File: src/rtl/stage_mem_ls.sv
// stage_mem_ls: MEM pipeline stage for a req/addr_ok/data_ok data-SRAM interface.
//
// Holds one instruction handed over by EX. If EX already issued a data request
// for it, the stage waits for data_ok. A load response is aligned and
// sign/zero-extended here. Stores only wait for the response. The result is
// offered to WB through a valid/allow handshake.
//
// A flush cancels the held instruction. If that instruction's response is
// still outstanding, the stage remembers to swallow the next data_ok, so the
// stale response cannot be credited to a later instruction.
//
// Ports:
//   clk, rst                  clock, synchronous active-high reset
//   validin / allowin         handshake with EX
//   validout / allowout       handshake with WB
//   flush                     cancel held instruction
//   input_*                   instruction payload from EX
//   data_sram_data_ok/rdata   data-SRAM response channel
//   output_*                  write-back payload to WB
//   fwd_*                     bypass information for ID
module stage_mem_ls #(
    parameter int DATA_W = 32,
    parameter int RF_AW  = 5,
    parameter int PC_W   = 32
) (
    input  logic              clk,
    input  logic              rst,
    input  logic              validin,
    output logic              allowin,
    output logic              validout,
    input  logic              allowout,
    input  logic              flush,
    input  logic [PC_W-1:0]   input_pc,
    input  logic              input_rf_we,
    input  logic [RF_AW-1:0]  input_rf_waddr,
    input  logic              input_mem_req,
    input  logic              input_mem_read,
    input  logic [2:0]        input_mem_op,
    input  logic [DATA_W-1:0] input_alu_result,
    input  logic              data_sram_data_ok,
    input  logic [DATA_W-1:0] data_sram_rdata,
    output logic [PC_W-1:0]   output_pc,
    output logic              output_rf_we,
    output logic [RF_AW-1:0]  output_rf_waddr,
    output logic [DATA_W-1:0] output_rf_wdata,
    output logic              fwd_valid,
    output logic [RF_AW-1:0]  fwd_waddr,
    output logic              fwd_data_ready
);

    localparam int OFF_W = $clog2(DATA_W / 8);

    logic              valid_reg;
    logic              resp_got_reg;
    logic              drop_pending_reg;
    logic [PC_W-1:0]   pc_reg;
    logic              rf_we_reg;
    logic [RF_AW-1:0]  waddr_reg;
    logic              mem_req_reg;
    logic              mem_read_reg;
    logic [2:0]        mem_op_reg;
    logic [DATA_W-1:0] alu_result_reg;
    logic [DATA_W-1:0] rdata_buf_reg;

    logic              readygo;
    logic              capture;
    logic              leave;
    logic              buffer_resp;
    logic [DATA_W-1:0] raw;
    logic [OFF_W-1:0]  off;
    logic [7:0]        sel_b;
    logic [15:0]       sel_h;
    logic [31:0]       sel_w;
    logic [DATA_W-1:0] load_ext;

    // A response that arrives while a drop is pending belongs to a flushed
    // instruction, so it never completes the current one.
    assign readygo  = !mem_req_reg || resp_got_reg || (data_sram_data_ok && !drop_pending_reg);
    assign validout = valid_reg && readygo;
    assign allowin  = !(drop_pending_reg && !data_sram_data_ok)
                      && (!valid_reg || (readygo && allowout));
    assign capture  = validin && allowin && !flush;
    assign leave    = validout && allowout;

    // Park the response only when it cannot be handed to WB in the same cycle.
    assign buffer_resp = valid_reg && mem_req_reg && !resp_got_reg && !drop_pending_reg
                         && data_sram_data_ok && !allowout;

    assign raw = resp_got_reg ? rdata_buf_reg : data_sram_rdata;
    assign off = alu_result_reg[OFF_W-1:0];

    // Low address bits inside the access size are dropped, so misaligned
    // addresses round down to the containing half/word.
    assign sel_b = raw[{off, 3'b000} +: 8];
    assign sel_h = raw[{off[OFF_W-1:1], 4'b0000} +: 16];

    generate
        if (DATA_W == 64) begin : g_word64
            assign sel_w = raw[{off[OFF_W-1], 5'b00000} +: 32];
        end else begin : g_word32
            assign sel_w = raw[31:0];
        end
    endgenerate

    always_comb begin
        load_ext = raw;
        case (mem_op_reg[1:0])
            2'd0: load_ext = mem_op_reg[2] ? DATA_W'(sel_b) : DATA_W'(signed'(sel_b));
            2'd1: load_ext = mem_op_reg[2] ? DATA_W'(sel_h) : DATA_W'(signed'(sel_h));
            2'd2: load_ext = mem_op_reg[2] ? DATA_W'(sel_w) : DATA_W'(signed'(sel_w));
            default: load_ext = raw;
        endcase
    end

    always_ff @(posedge clk) begin
        if (rst) begin
            valid_reg        <= 1'b0;
            resp_got_reg     <= 1'b0;
            drop_pending_reg <= 1'b0;
            pc_reg           <= '0;
            rf_we_reg        <= 1'b0;
            waddr_reg        <= '0;
            mem_req_reg      <= 1'b0;
            mem_read_reg     <= 1'b0;
            mem_op_reg       <= '0;
            alu_result_reg   <= '0;
            rdata_buf_reg    <= '0;
        end else begin
            // The stale response is swallowed on the edge it arrives.
            if (drop_pending_reg && data_sram_data_ok) begin
                drop_pending_reg <= 1'b0;
            end

            if (flush) begin
                valid_reg    <= 1'b0;
                resp_got_reg <= 1'b0;
                if (valid_reg && mem_req_reg && !resp_got_reg && !data_sram_data_ok) begin
                    drop_pending_reg <= 1'b1;
                end
            end else begin
                if (buffer_resp) begin
                    rdata_buf_reg <= data_sram_rdata;
                    resp_got_reg  <= 1'b1;
                end
                if (capture) begin
                    valid_reg      <= 1'b1;
                    resp_got_reg   <= 1'b0;
                    pc_reg         <= input_pc;
                    rf_we_reg      <= input_rf_we;
                    waddr_reg      <= input_rf_waddr;
                    mem_req_reg    <= input_mem_req;
                    mem_read_reg   <= input_mem_read;
                    mem_op_reg     <= input_mem_op;
                    alu_result_reg <= input_alu_result;
                end else if (leave) begin
                    valid_reg <= 1'b0;
                end
            end
        end
    end

    assign output_pc       = pc_reg;
    assign output_rf_we    = valid_reg && rf_we_reg;
    assign output_rf_waddr = waddr_reg;
    assign output_rf_wdata = mem_read_reg ? load_ext : alu_result_reg;

    assign fwd_valid      = valid_reg && rf_we_reg && (waddr_reg != '0);
    assign fwd_waddr      = waddr_reg;
    assign fwd_data_ready = fwd_valid && (!mem_read_reg || readygo);

endmodule

File: config.mk
export PLATFORM = sky130hd
export DESIGN_NAME = stage_mem_ls
export DESIGN_NICKNAME = d
export VERILOG_FILES = /design/src/rtl/stage_mem_ls.sv
export SDC_FILE = /design/constraint.sdc
export NUM_CORES = 1
export LEC_CHECK = 0
export BUFFER_PORTS_ARGS = -buffer_cell sky130_fd_sc_hd__buf_2
export CORE_MARGIN = 2
export CORE_UTILIZATION = 40
export DETAILED_ROUTE_END_ITERATION = 10
export SKIP_CTS_REPAIR_TIMING = 1
export SYNTH_ARGS = -nofsm -noshare
export SYNTH_HDL_FRONTEND = slang
export SYNTH_SLANG_ARGS = --single-unit
File: constraint.sdc
create_clock -name clk -period 2.05 [get_ports clk]
set_input_delay 0.3075 -clock clk [delete_from_list [all_inputs] [get_ports clk]]
set_output_delay 0.3075 -clock clk [all_outputs]
set_load 0.1 [all_outputs]
==> Yosys cells after proc, flatten, opt, wreduce, memory -nomap -nowiden <==
Cells that the tools add are included.
{ "word_totals": {"register_bits": 110, "input_bits": 113, "word_cells": 63} }
{ "classes": {"n_eq_ne": 1, "n_shift": 2, "n_mux": 10, "n_bitwise": 1, "reduce_logical": 38} }
{ "ops": {"columns": ["op", "n"], "rows": [
  ["two-way mux 32 bit", 4],
  ["one-hot mux 32 bit (2 select lines)", 1],
  ["variable part select 32 x 6 -> 16 bit", 1],
  ["variable part select 32 x 6 -> 8 bit", 1],
  ["logical AND 1 bit", 18],
  ["zero test 1 bit", 9],
  ["two-way mux 1 bit", 5],
  ["nonzero test 5 bit", 1],
  ["logical OR 1 bit", 4],
  ["AND reduction 2 bit", 2],
  ["OR reduction 3 bit", 1],
  ["equality test 2 x 1 -> 1 bit (second input constant)", 1],
  ["zero test 2 bit", 1],
  ["nonzero test 2 bit", 1],
  ["OR reduction 2 bit", 1],
  ["inverter 1 bit", 1]
]} }

==> Logic depth before layout (Yosys ltp) <==
{ "logic_depth": {"word_depth": 9, "mapped_depth": 7, "mapped_depth_nobuf": 4} }

==> Worst setup path after synthesis <==
OpenSTA, ideal clock, no wires.
{ "synth_timing": {"kind": "register to output", "start": "register valid_reg", "end": "output fwd_data_ready", "t_arrival_ns": 4.315, "path_slack_ns": -2.572, "path_stages_with_launch": 4, "path_buffers": 0, "path_cell_list": "dfxtp_1 and2_1 o21a_1 a21boi_0"} }
{ "synth_between": {"elab_chain_cells": 3} }
{ "synth_lines": {"columns": ["element", "line", "text"], "rows": [
  ["start, declared", "53", "logic valid_reg;"],
  ["start signal, assigned", "117", "valid_reg <= 1'b0;"],
  ["start signal, assigned", "135", "valid_reg <= 1'b0;"],
  ["start signal, assigned", "146", "valid_reg <= 1'b1;"],
  ["logical AND 1 bit", null, null],
  ["net output_rf_we", "43", "output logic output_rf_we,"],
  ["logical AND 1 bit", "167", "assign fwd_valid = valid_reg && rf_we_reg && (waddr_reg != '0);"],
  ["net fwd_valid", "46", "output logic fwd_valid,"],
  ["logical AND 1 bit", "169", "assign fwd_data_ready = fwd_valid && (!mem_read_reg || readygo);"],
  ["end, declared", "48", "output logic fwd_data_ready"]
]} }
The timed path passes the listed nets, and every way through them passes these cells.

==> Final worst setup path <==
{ "layout_timing": {"start": "register resp_got_reg", "end": "output output_rf_wdata[24]"} }
{ "layout_between": {"elab_chain_cells": 5, "word_cells_on_any_way": 7, "classes_between": "shift (2); mux (5)"} }
{ "layout_lines": {"columns": ["element", "line", "text"], "rows": [
  ["start, declared", "54", "logic resp_got_reg;"],
  ["start signal, assigned", "118", "resp_got_reg <= 1'b0;"],
  ["start signal, assigned", "136", "resp_got_reg <= 1'b0;"],
  ["start signal, assigned", "143", "resp_got_reg <= 1'b1;"],
  ["two-way mux 32 bit (*)", "89", "assign raw = resp_got_reg ? rdata_buf_reg : data_sram_rdata;"],
  ["variable part select 32 x 6 -> 16 bit / variable part select 32 x 6 -> 8 bit (equally long branches)", "95, 94", null],
  ["two-way mux 32 bit (on tied branches)", "109, 108", null],
  ["one-hot mux 32 bit (2 select lines) (*)", "107", "case (mem_op_reg[1:0])"],
  ["two-way mux 32 bit (*)", "165", "assign output_rf_wdata = mem_read_reg ? load_ext : alu_result_reg;"],
  ["end, declared", "45", "output logic [DATA_W-1:0] output_rf_wdata,"]
]} }
Mark *: on every way between the ends. The rest lies on a longest branch, timed or not.

==> results.md <==
* Status: complete, but fails checks
* Failing checks: negative setup slack
* Crit path max fanout at 4
* Relative slew slack at 65.9%
* Clock buffer count from CTS at 9
* Worst slew pin tran at 511 ps
* Hold path start: data_sram_data_ok
* Total grt overflow at 0
* Yosys warns at 0
* PD cells at 656 nW/um^2
* Clock sink total at 110
* Sequential area share after synthesis at 35.6%
* Antenna violations before repair at 0
* Psw at 2.11 mW
* Fmax at 418 MHz
* Global-route wire length before repair at 30500 microns
* Hold WC Path Type: input pin to flop
* #FFs+latches synth at 110
* Gpl congestion at 0.868
* Final Cycle Share at 117%
* Final hold viol count at 0
* Ys flop type: dfxtp_1
* Initial Utilization at 40.8%
* Overall power at 6.05 mW
* Worst Setup Slack post-DPL at -163 ps
* Most common cell after layout, fill and taps aside: nand2b_1
* Root buf cell: clkbuf_16
* Vias per cell at 5.15
* Syn nets at 808
* R2R depth at 9
* Clock Pin Slew Worst Setup and Hold Paths at 70 ps
* Critical path buffers and inverters at 3
* Critical path's top delay family: multiplexers
* Largest stage delay, worst path at 550 ps
* Top post-synthesis cells by area: dfxtp_1 36%, mux2i_1 16%, nand2b_1 16%, mux4_2 5.5%, nand2_1 5.3%
* Share of cells above drive strength 1 at 42.6%
* RSZ-0062 raised after global routing: true
* Core Area at 15100 sq um
* Die width at 128 microns
* Worst vdd ir at 0.000483 V
* Crit-path cells: mux4_2 > mux2i_1 > or3_4 > buf_6 > buf_6 > nand2_4 > buf_12
* FILL cells at 1335
* Switching share of power at 34.9%
* Number of synthesized flops with an enable pin at 0
* Critical path class: flop to output port
* Count of input and output buffers at 191
* Remaining DRCs at 0
* Max Slew Vio Count at 0
* WL final at 19700 microns
* Largest net degree at the start of global routing at 60
* CP required at 1740 ps
* Placed insts at 1087
* DP HPWL at 15000 microns
* Maxcap violations at 0
* Die area at 16500 sq um
* NumNets Final at 1040
* Worst-Skew Late Latency at 360 ps
* Setup ws final at -340 ps
* P_int at 3.93 mW
* Area leader, netlist: dfxtp_1
* Synth Cell Area at 6180 sq um
* Clock power share at 31.4%
* Routed Antenna Nets at 0
* Combinational group share of total power at 31.1%
* WHS Path Cells at 2
* Worst r2r src: resp_got_reg
* Fin cells at 1120
* H-tree levels at 3
* Cells after Synth at 695
* Crit start category: flop
* Setup slack, reg-to-reg at 110 ps
* Most frequent cells in the layout: 155 x nand2b_1, 154 x buf_2, 101 x dfxtp_1
* Drt initial violations at 227
* Count of unique library cells instantiated by Yosys at 37
* DIE HEIGHT at 128 microns
* Via Count at 5773
* Per-cell routed wire length at 17.6 microns
* Power share of the sequential group at 37.5%
* CP max-delay cell: mux4_2
* Mean Syn Cell Area at 8.89 sq um
* Synth top area share at 35.6%
* Most frequent CP cell: buf_6
* Max Root-Sink Buffers at 2
* TritonCTS clock tree: yes
* CP arrival at 2080 ps
* Num rows at 45
* Asr flop ratio synth at 0%
* Ports at 192
* Static Leakage at 3.78 nW
* Synth-to-Final Area Change at 49.2%
* Total iterations of the first detailed-routing run at 5
* Antenna diode count at 0
* Endpoints failing setup at 33
* Hold Path Sink: drop_pending_reg
* GRT Util Overall at 23.7%
* Worst setup EP type: output port
* Reg2reg end: alu_result_reg[5]
* Vias in the first global route at 5796
* Period minus WS final at 2390 ps
* Clk_skew at 10.9 ps
power by group through the flow:
| stage | logic, mW | clock network (mW) | registers, mW |
|---|---|---|---|
| after floorplan | 0.953 | 0 | 2.57 |
| final | 1.88 | 1.90 | 2.27 |
| after global routing | 1.96 | 2.04 | 2.28 |
| after CTS | 1.74 | 1.96 | 2.27 |
| after global placement | 1.72 | 0 | 2.32 |
| after detailed placement | 1.74 | 0 | 2.32 |
cells by family (layout without fill, tap and decap cells):
logic type,count (synthesis),in the layout,synth area share (%)
mux,129,129,24.2
flops,110,110,35.6
compound gates,93,93,8.75
buf+inv,63,300,5.49
simple gates,300,300,25.9
cells in the mapped netlist (all sizes together) (3+ instances only):
cell / number
a21oi: 63
mux2i: 101
nor3: 3
dfxtp: 110
mux4: 15
mux2: 13
buf: 29
nor2b: 4
o21ai: 8
o22ai: 9
nand2b: 157
nand2: 97
clkbuf: 32
nor2: 30
worst max-delay path by stage:
stage | from | end | slack (ps) | depth (start not counted)
2_1_floorplan | mem_op_reg[1] | output_rf_wdata[16] | -220 | 5
3_3_place_gp | resp_got_reg | output_rf_wdata[21] | -190 | 8
3_5_place_dp | resp_got_reg | output_rf_wdata[21] | -160 | 8
4_1_cts | resp_got_reg | output_rf_wdata[21] | -560 | 8
5_1_grt | resp_got_reg | output_rf_wdata[26] | -420 | 7
6_report | resp_got_reg | output_rf_wdata[24] | -340 | 7
through the flow:
step | util (%) | instance area (sq um) | hold WS, ps | setup TNS (ps)
2_1_floorplan | - | 6420 | 384 | -3170
3_3_place_gp | 54.9 | 8310 | 440 | -2470
3_5_place_dp | 54.9 | 8310 | 447 | -2580
4_1_cts | 57.0 | 8640 | 143 | -15210
5_1_grt | 60.8 | 9210 | 165 | -11700
6_report | 60.8 | 9210 | 162 | -9060
final cells by class:
class	count	area, sq um	area share [%]
clock buffers	10	250	2.72
clock inverters	6	76.3	0.828
inverters	2	7.51	0.0815
multi-input cells	522	4020	43.7
flip-flops and latches	110	2220	24.1
well taps	188	235	2.55
repair buffers	282	2400	26.0
per-layer routing:
layer	part of all wire, %	vias to the layer above	global-route usage [%]
met2	48	191	39.6
met5	0	-	0
met1	43	2749	30.1
met4	2.7	0	7.69
met3	6.3	33	5.88
li1	-	2800	-
(Power assumes the default switching activity.)
